### config.mk
export PLATFORM = sky130hd
export DESIGN_NAME = mem_cmd_parser
export DESIGN_NICKNAME = d
export VERILOG_FILES = /design/src/rtl/mem_cmd_parser.sv
export SDC_FILE = /design/constraint.sdc
export NUM_CORES = 1
export LEC_CHECK = 0
export CAP_MARGIN = 10
export CORE_ASPECT_RATIO = 1.4
export CORE_MARGIN = 5
export CORE_UTILIZATION = 49
export CTS_BUF_LIST = sky130_fd_sc_hd__clkbuf_8
export DETAILED_ROUTE_END_ITERATION = 16
export PLACE_DENSITY_LB_ADDON = 0.05
export SKIP_LAST_GASP = 1
export SYNTH_ARGS = -nofsm -noshare
export SYNTH_HDL_FRONTEND = slang
export SYNTH_SLANG_ARGS = --single-unit
export TNS_END_PERCENT = 10
### constraint.sdc
create_clock -name clk -period 4.3 [get_ports clk]
set_input_delay 0.645 -clock clk [delete_from_list [all_inputs] [get_ports clk]]
set_output_delay 0.645 -clock clk [all_outputs]
set_load 0.03 [all_outputs]
### src/rtl/mem_cmd_parser.sv
// mem_cmd_parser: byte-serial command front-end for a DFF memory array.
//
// Each command byte carries an opcode in [7:6] (00 NOP, 01 WRITE, 10 READ,
// 11 FILL) and an address in [ADDR_W-1:0]. The parser turns these commands
// into single-cycle memory strobes and returns read data on a valid/ready
// response channel. FILL writes one data byte to every address in the array.
//
// Ports:
//   clk, rst             clock and synchronous active-high reset
//   in_valid/in_data     command/data byte stream (valid/ready)
//   in_ready             byte accepted this cycle when in_valid is also high
//   mem_we/mem_re        one-cycle write/read strobes, never both high
//   mem_addr/mem_wdata   memory address and write data, held between strobes
//   mem_rdata            memory read data, valid one cycle after mem_re
//   out_valid/out_data   read response (valid/ready), out_ready from downstream
//   busy                 high whenever the parser is not idle
module mem_cmd_parser #(
    parameter int unsigned ADDR_W = 4,
    parameter int unsigned DATA_W = 8
) (
    input  logic              clk,
    input  logic              rst,
    input  logic              in_valid,
    input  logic [7:0]        in_data,
    output logic              in_ready,
    output logic              mem_we,
    output logic              mem_re,
    output logic [ADDR_W-1:0] mem_addr,
    output logic [DATA_W-1:0] mem_wdata,
    input  logic [DATA_W-1:0] mem_rdata,
    output logic              out_valid,
    output logic [DATA_W-1:0] out_data,
    input  logic              out_ready,
    output logic              busy
);

    typedef enum logic [2:0] {
        StIdle,
        StGetData,
        StWr,
        StReadReq,
        StReadWait,
        StResp,
        StFillRun
    } state_e;

    state_e              state_q, state_d;
    logic                fill_q, fill_d;
    logic [ADDR_W-1:0]   addr_q, addr_d;
    logic [DATA_W-1:0]   wdata_q, wdata_d;
    logic [DATA_W-1:0]   rdata_q, rdata_d;

    // Command bits between the opcode and the address field are don't-care.
    logic unused_in_bits;
    assign unused_in_bits = ^in_data;

    always_ff @(posedge clk) begin
        if (rst) begin
            state_q <= StIdle;
            fill_q  <= 1'b0;
            addr_q  <= '0;
            wdata_q <= '0;
            rdata_q <= '0;
        end else begin
            state_q <= state_d;
            fill_q  <= fill_d;
            addr_q  <= addr_d;
            wdata_q <= wdata_d;
            rdata_q <= rdata_d;
        end
    end

    always_comb begin
        state_d = state_q;
        fill_d  = fill_q;
        addr_d  = addr_q;
        wdata_d = wdata_q;
        rdata_d = rdata_q;

        case (state_q)
            StIdle: begin
                if (in_valid) begin
                    case (in_data[7:6])
                        2'b01: begin
                            addr_d  = in_data[ADDR_W-1:0];
                            fill_d  = 1'b0;
                            state_d = StGetData;
                        end
                        2'b10: begin
                            addr_d  = in_data[ADDR_W-1:0];
                            state_d = StReadReq;
                        end
                        2'b11: begin
                            // FILL ignores the address field.
                            fill_d  = 1'b1;
                            state_d = StGetData;
                        end
                        default: state_d = StIdle;
                    endcase
                end
            end
            StGetData: begin
                if (in_valid) begin
                    wdata_d = DATA_W'(in_data);
                    if (fill_q) begin
                        addr_d  = '0;
                        state_d = StFillRun;
                    end else begin
                        state_d = StWr;
                    end
                end
            end
            StWr:       state_d = StIdle;
            StReadReq:  state_d = StReadWait;
            StReadWait: begin
                rdata_d = mem_rdata;
                state_d = StResp;
            end
            StResp: begin
                if (out_ready) begin
                    state_d = StIdle;
                end
            end
            StFillRun: begin
                // Stop on the last address; mem_addr stays there, no wrap.
                if (addr_q == {ADDR_W{1'b1}}) begin
                    state_d = StIdle;
                end else begin
                    addr_d = addr_q + ADDR_W'(1);
                end
            end
            default: state_d = StIdle;
        endcase
    end

    always_comb begin
        in_ready  = (state_q == StIdle) || (state_q == StGetData);
        mem_we    = (state_q == StWr) || (state_q == StFillRun);
        mem_re    = (state_q == StReadReq);
        out_valid = (state_q == StResp);
        busy      = (state_q != StIdle);
        mem_addr  = addr_q;
        mem_wdata = wdata_q;
        out_data  = rdata_q;
    end

endmodule

After elaboration in Yosys (flattened, before gate mapping)
Index checks and enable logic that the tools add are counted.

word-level totals
  register bits = 24
  bits of input ports = 20
  word-level logic and storage cells = 49
  output and inout port bits = 25

operators by class
  reduce and logical (&&, ||, !) cells = 12
  equality and inequality tests = 17
  add/subtract/negate cells = 1
  muxes and demuxes = 14

operator list
  operator               count
  $mux W4                5
  $pmux W3 S6            1
  $mux W3                5
  $ne A2 B2 Y1 const B   6
  $pmux W4 S3            1
  $eq A3 B3 Y1 const B   3
  $eq A3 B2 Y1 const B   2
  $reduce_and A6 Y1      1
  $reduce_bool A3 Y1     2
  $add A4 B1 Y4 const B  1
  $eq A2 B2 Y1 const B   2
  $eq A4 B4 Y1 const B   1
  $pmux W2 S2            1
  $reduce_and A4 Y1      1
  $reduce_or A2 Y1       2
  $eq A3 B1 Y1 const B   1
  $logic_not A3 Y1       1
  $reduce_and A3 Y1      1
  $eq A2 B1 Y1 const B   1
  $logic_or A1 B1 Y1     2
  $ne A2 B1 Y1 const B   1
  $pmux W1 S2            1
  $reduce_and A2 Y1      1
  $reduce_bool A2 Y1     1

Logic depth before layout (Yosys ltp)
Gate-level depths: netlist of run 1.

  word-level depth = 5
  gate-level depth with buffers = 6
  depth with buffers taken out = 6

Worst setup path before layout of run 1
OpenSTA, ideal clock, no wires.

  kind = input-to-reg
  from = input port in_data[6]
  to = register addr_q[2], in the netlist mem_addr[2]
  slack = 2,378 ps
  data arrival time = 1,834 ps
  path buffers = 0
  setup time = 88 ps
  cell stages on the path = 6
  cell sequence = inv_1 -> ha_1 -> mux2_2 -> a32o_1 -> o21a_1 -> nor4_2

between the ends
  cells in the longest elaborated chain, start to end = 4

ends and longest elaborated chain
  item                                                 line  text
  start, declared                                      24    input logic [7:0] in_data,
  $eq A2 B2 Y1 / $eq A2 B1 Y1 (equally long branches)  83    case (in_data[7:6])
  $reduce_or A2 Y1 (no line) *                         --
  $ne A2 B2 Y1 (no line) *                             --
  $reduce_and A6 Y1 (no line) *                        --
  end signal, assigned                                 67    addr_q <= addr_d;
  end, declared                                        49    logic [ADDR_W-1:0] addr_q, addr_d;

Mark *: on every way between the ends. The rest lies on a longest branch, timed or not.
A chain may end at the register's enable or synchronous reset.

Worst setup path in the final report of run 1
  from = register state_q[0]
  to = output port mem_re

between the ends
  cells in the longest elaborated chain, start to end = 1

ends and longest elaborated chain
  item                    line  text
  start, declared         47    state_e state_q, state_d;
  start signal, assigned  59    state_q <= StIdle;
  start signal, assigned  65    state_q <= state_d;
  $eq A3 B2 Y1            139   mem_re = (state_q == StReadReq);
  end, declared           27    output logic mem_re,

No other way between the ends.

==> results of run 1 <==
## registers in the layout (all words and copies together), names as in the netlist
signal     count
state_q        3
fill_q         1
mem_addr       4
mem_wdata      8
out_data       8
## report_power, final
group / switching [mW] / total (mW) / internal (mW) / leakage, nW
Sequential: 0.0215 / 0.262 / 0.240 / 0.195
Clock: 0.0637 / 0.126 / 0.0624 / 0.0216
Combinational: 0.102 / 0.192 / 0.0900 / 0.392
Total: 0.187 / 0.580 / 0.393 / 0.609
## cell families (layout without fill, tap and decap cells)
logic type | count (synthesis) | after routing | share of synthesized area
DFF | 24 | 24 | 0.4004
AOI/OAI and AO/OA | 22 | 22 | 0.1376
buffers and inverters | 14 | 53 | 0.06256
adders and majority gates | 5 | 5 | 0.05214
and+or+nand+nor | 51 | 51 | 0.2044
muxes | 17 | 17 | 0.1429
## worst reg2reg max path, stage by stage, from the launching register on
cell and delay (ps):
dfxtp_1 610, and3b_1 400, a32oi_2 140, a2111o_1 430, a21oi_2 120
## stage by stage
stage | total power [mW] | cells
floorplan | 0.3904 | 133
global placement | 0.4558 | 192
detailed placement | 0.4592 | 192
CTS | 0.5875 | 195
global route | 0.6128 | 195
finish | 0.5803 | 195
## synthesized netlist by cell type (3+ instances only)
library cell / count / share of area
a21oi_1: 8 / 0.033
nand2_1: 6 / 0.019
nor3_1: 4 / 0.017
nor2_1: 27 / 0.084
buf_2: 3 / 0.013
mux2i_1: 16 / 0.13
inv_1: 6 / 0.019
ha_1: 5 / 0.052
dfxtp_1: 24 / 0.40
## per-layer routing
| layer | routed length (um) | part of all wire | vias to the layer above | GRT usage |
|---|---|---|---|---|
| li1 | - | - | 541 | - |
| met1 | 1141 | 0.42 | 476 | 0.1800 |
| met2 | 1367 | 0.50 | 29 | 0.2972 |
| met3 | 175 | 0.064 | 4 | 0.03656 |
| met4 | 31 | 0.011 | 0 | 0.09180 |
| met5 | 0 | 0 | - | 0 |
## worst max path at each step
stage                  endpoint        from  depth (start not counted)  slack (ps)
global placement    mem_addr[2]  in_data[6]                          7        1750
CTS                      mem_re  state_q[0]                          3        1780
detailed placement  mem_addr[2]  in_data[6]                          7        1690
finish                   mem_re  state_q[0]                          3        1800
global route             mem_re  state_q[0]                          3        1680
floorplan           mem_addr[2]  in_data[6]                          6        2380
## area by class of cell
cell class	instances	area share
Multi-Input combinational cell	95	0.3887
Sequential cell	24	0.2898
Timing Repair Buffer	44	0.2657
Clock buffer	3	0.02491
Tap cell	23	0.01736
Inverter	6	0.01358
## cells in the final DEF, fill, tap and decap left out, types with 2 or more instances in the layout
cell	netlist	layout
ha_1	5	5
nor3_1	4	4
or3_1	2	2
a211oi_1	2	2
inv_1	6	6
o22ai_1	2	2
clkdlybuf4s50_1	0	44
nand3_1	2	2
dfxtp_1	24	24
and3b_1	2	2
nand2_1	6	6
mux2i_1	16	16
clkbuf_8	0	3
nor2_1	27	27
a21oi_1	8	8
==> results.sh, run 1 <==
export IMPL_hold_buffers=0
export IMPL_post_place_ws_ps=1687
export IMPL_critPathMaxStageDelay_ps=680
export IMPL_clock_latency_ps=260
export IMPL_ctsRootBufferMaster="clkbuf_8"
export IMPL_ir_drop_mv=0.2076
export IMPL_post_cts_buffers=0
export IMPL_place_hpwl_mm=2.099
export IMPL_routed_wl_mm=2.715
export IMPL_yosys_register_bits=24
export IMPL_ant_nets=0
export IMPL_htree_levels=1
export IMPL_cts_tree="done"
export IMPL_rows=21
export IMPL_place_gp_congestion=0.8534
export IMPL_dr_pass1_iters=4
export IMPL_max_cap_violations=0
export IMPL_critical_path_class="register to output pin"
export IMPL_drcViolationCount=0
export IMPL_min_path_cells=2
export IMPL_drt_iter0_markers=29
export IMPL_synth_seq_area_share=0.4004
export IMPL_path_delay_family="buffers and inverters"
export IMPL_multi_input_area_um2=644.4
export IMPL_grt_max_degree=25
export IMPL_numCtsBuffers=3
export IMPL_fin_worst_skew_ps=2.026
export IMPL_whs_ps=502.6
export IMPL_holdPathEnd="mem_addr[1]"
export IMPL_yosysWarnings=0
export IMPL_status="complete, no violations"
export IMPL_die_w_um=51.82
export IMPL_cpMaxStageDelayCell="clkdlybuf4s50_1"
export IMPL_relSlewSlack=0.4032
export IMPL_die_h_um=68.55
export IMPL_ys_types=36
export IMPL_wl_per_cell_um=13.92
export IMPL_r2r_end="mem_addr[0]"
export IMPL_syn_inst=133
export IMPL_critical_path_max_fanout=13
export IMPL_async_flop_share=0
export IMPL_fin_crit_sh=0.5821
export IMPL_slew_violations=0
export IMPL_grt_pass1_wl_mm=4.554
export IMPL_layout_setup_ws_ps=1797
export IMPL_synth_flop_cell="dfxtp_1"
export IMPL_tightest_slew_ps=892.4
export IMPL_first_global_vias=1139
export IMPL_hp_start="mem_addr[1]"
export IMPL_crit_arrival_ps=1860
export IMPL_dieArea_um2=3552
export IMPL_start_util=0.5074
export IMPL_clock_sinks=24
export IMPL_crit_buf_inv=1
export IMPL_finalSetupViolCount=0
export IMPL_fin_crit_ps=2503
export IMPL_cts_buffer_depth=2
export IMPL_r2r_start="state_q[1]"
export IMPL_core_area_um2=2365
export IMPL_tns_ps=0
export IMPL_timing_final_hold_violations=0
export IMPL_fmax_mhz=399.5
export IMPL_clk_pin_slew_ps=80
export IMPL_drive_gt1_frac=0.05233
export IMPL_area_growth_syn_to_layout_pct=38.16
export IMPL_rrSetupSlack_ps=2520
export IMPL_final_util=0.7011
export IMPL_synth_nets=158
export IMPL_cts_resized=0
export IMPL_via_count=1050
export IMPL_cp_required_ps=3650
export IMPL_r2r_cells=4
export IMPL_layout_nets=199
export IMPL_regArea_um2=480.5
export IMPL_gr_total_overflow=0
export IMPL_netlist_area_um2=1200
export IMPL_cp_end_kind="output pin"
export IMPL_routed_via_density=5.385
export IMPL_path_cells="nand2b_1, nor2_1, clkdlybuf4s50_1"
export IMPL_hold_class="register to register"
export IMPL_rsz0062_at_grt="false"
export IMPL_design_area_um2=1658
export IMPL_numPortBuffers=44
export IMPL_ioPinCount=45
export IMPL_power_density_nw_per_um2=350.1
export IMPL_n_antenna_cell=0
export IMPL_final_fill_count=198
export IMPL_postPlaceCellArea_um2=1617
export IMPL_leakagePower_nw=0.6092
export IMPL_antenna_found_initial=0
export IMPL_cp_start_kind="register"
export IMPL_synth_edff_count=0
export IMPL_grt_util_all_layers=0.1665
export IMPL_avgSynthCellArea_um2=9.022
No activity file was read; power rests on OpenSTA's default activity.
==> inputs of run 2 (changes only) <==
- CORE_UTILIZATION: 49 -> 41
- clock period: 4.3 -> 2.05 ns (I/O delays scaled with it)
==> run 2 against run 1 <==
  * Critical path depth increased by 4
  * Clock power increased to 2.5 times the previous value
  * First-iteration DRC count decreased by 21%
  * Global-route usage decreased by 2.5 points
  * Power increased by 120%
  * Highest routed layer unchanged
==> results.sh, run 2 (synthesized netlist as in run 1, its figures left out) <==
export IMPL_cts_buffer_depth=2
export IMPL_fin_worst_skew_ps=0.8215
export IMPL_grt_max_degree=25
export IMPL_multi_input_area_um2=644.4
export IMPL_cp_start_kind="primary input"
export IMPL_relSlewSlack=0.6668
export IMPL_via_count=1095
export IMPL_routed_via_density=5.069
export IMPL_cts_tree="done"
export IMPL_place_hpwl_mm=2.218
export IMPL_die_h_um=74.01
export IMPL_post_cts_buffers=0
export IMPL_tightest_slew_ps=499.8
export IMPL_rows=23
export IMPL_n_antenna_cell=0
export IMPL_slew_violations=0
export IMPL_first_global_vias=1089
export IMPL_ir_drop_mv=0.5594
export IMPL_status="complete, no violations"
export IMPL_cp_end_kind="register"
export IMPL_start_util=0.4212
export IMPL_routed_wl_mm=2.920
export IMPL_critPathMaxStageDelay_ps=480
export IMPL_hp_start="mem_wdata[3]"
export IMPL_clk_pin_slew_ps=80
export IMPL_clock_sinks=24
export IMPL_drt_iter0_markers=23
export IMPL_clock_latency_ps=260
export IMPL_drcViolationCount=0
export IMPL_numPortBuffers=44
export IMPL_power_density_nw_per_um2=742.5
export IMPL_area_growth_syn_to_layout_pct=44.84
export IMPL_timing_final_hold_violations=0
export IMPL_regArea_um2=484.2
export IMPL_fin_crit_sh=0.9551
export IMPL_core_area_um2=2849
export IMPL_die_w_um=55.72
export IMPL_max_cap_violations=0
export IMPL_leakagePower_nw=0.6465
export IMPL_cts_resized=1
export IMPL_dieArea_um2=4124
export IMPL_cp_required_ps=2220
export IMPL_drive_gt1_frac=0.1061
export IMPL_hold_class="register to register"
export IMPL_htree_levels=1
export IMPL_final_common_cell="clkdlybuf4s50_1"
export IMPL_rrSetupSlack_ps=390
export IMPL_grt_util_all_layers=0.1413
export IMPL_dr_pass1_iters=4
export IMPL_ctsRootBufferMaster="clkbuf_8"
export IMPL_cp_startpoint="in_data[6]"
export IMPL_finalSetupViolCount=0
export IMPL_critical_path_max_fanout=4
export IMPL_hold_buffers=0
export IMPL_rsz0062_at_grt="true"
export IMPL_path_delay_family="buffers and inverters"
export IMPL_fmax_mhz=510.7
export IMPL_final_fill_count=259
export IMPL_place_gp_congestion=0.7924
export IMPL_grt_pass1_wl_mm=4.733
export IMPL_path_cells="clkdlybuf4s50_1, inv_1, ha_1, mux2_2, a32o_1, o21a_1, nor4_2"
export IMPL_tns_ps=0
export IMPL_layout_nets=205
export IMPL_numCtsBuffers=3
export IMPL_fin_crit_ps=1958
export IMPL_crit_buf_inv=2
export IMPL_ioPinCount=45
export IMPL_critical_path_class="primary input to register"
export IMPL_wl_per_cell_um=13.52
export IMPL_r2r_start="mem_addr[0]"
export IMPL_cpMaxStageDelayCell="clkdlybuf4s50_1"
export IMPL_gr_total_overflow=0
export IMPL_crit_arrival_ps=2130
export IMPL_ant_nets=0
export IMPL_final_util=0.6100
export IMPL_final_cell_mix="clkdlybuf4s50_1 (44), nor2_1 (27), dfxtp_1 (21)"
export IMPL_antenna_found_initial=0
==> run 2: cell count changes in the layout (fill, tap and decap cells not counted), sizes merged <==
cell    change
buf         +6
clkbuf      +1
==> run 2: layout make-up <==
cell class                      count  share of cell area
Multi-Input combinational cell     95              0.3708
Timing Repair Buffer               50              0.2793
Sequential cell                    24              0.2786
Clock buffer                        4             0.03168
Tap cell                           37             0.02664
Inverter                            6             0.01296
==> run 2: routing by layer <==
metal	track usage	wire length (um)	vias up
li1	-	-	554
met1	0.1519	1212	500
met2	0.2684	1473	37
met3	0.03646	199	4
met4	0.04865	34	0
met5	0	0	-
==> run 2: worst register-to-register path, cell delays in order (launching register included) <==
cell and delay, ps:
dfxtp_1 410, ha_1 210, nand3_1 230, a32o_1 330, o21a_1 120, nor4_2 260
==> run 2: report_power, final <==
part | leakage, nW | switching (mW) | internal (mW) | total, mW
clock | 0.0288 | 0.148 | 0.171 | 0.319
sequential | 0.196 | 0.0457 | 0.506 | 0.552
combinational | 0.421 | 0.219 | 0.200 | 0.419
==> run 2: worst paths after layout <==
| kind | endpoint | depth (start not counted) |
|---|---|---|
| min reg2reg | mem_wdata[3] | 2 |
| max reg2reg | mem_addr[2] | 5 |
| max | mem_addr[2] | 7 |
| min | mem_wdata[3] | 2 |
==> run 2: through the flow <==
stage	hold WS, ps	std cells	total power [mW]	setup WS [ps]	cell area [um^2]
floorplan	378.5	133	0.8188	399.8	1200
global placement	475.5	212	0.9732	-106.4	1679
CTS	501.7	216	1.300	-20.07	1735
detailed placement	487.3	212	0.9800	-183.4	1679
global route	535.8	216	1.364	-0.1008	1738
finish	496.3	216	1.290	92.08	1738
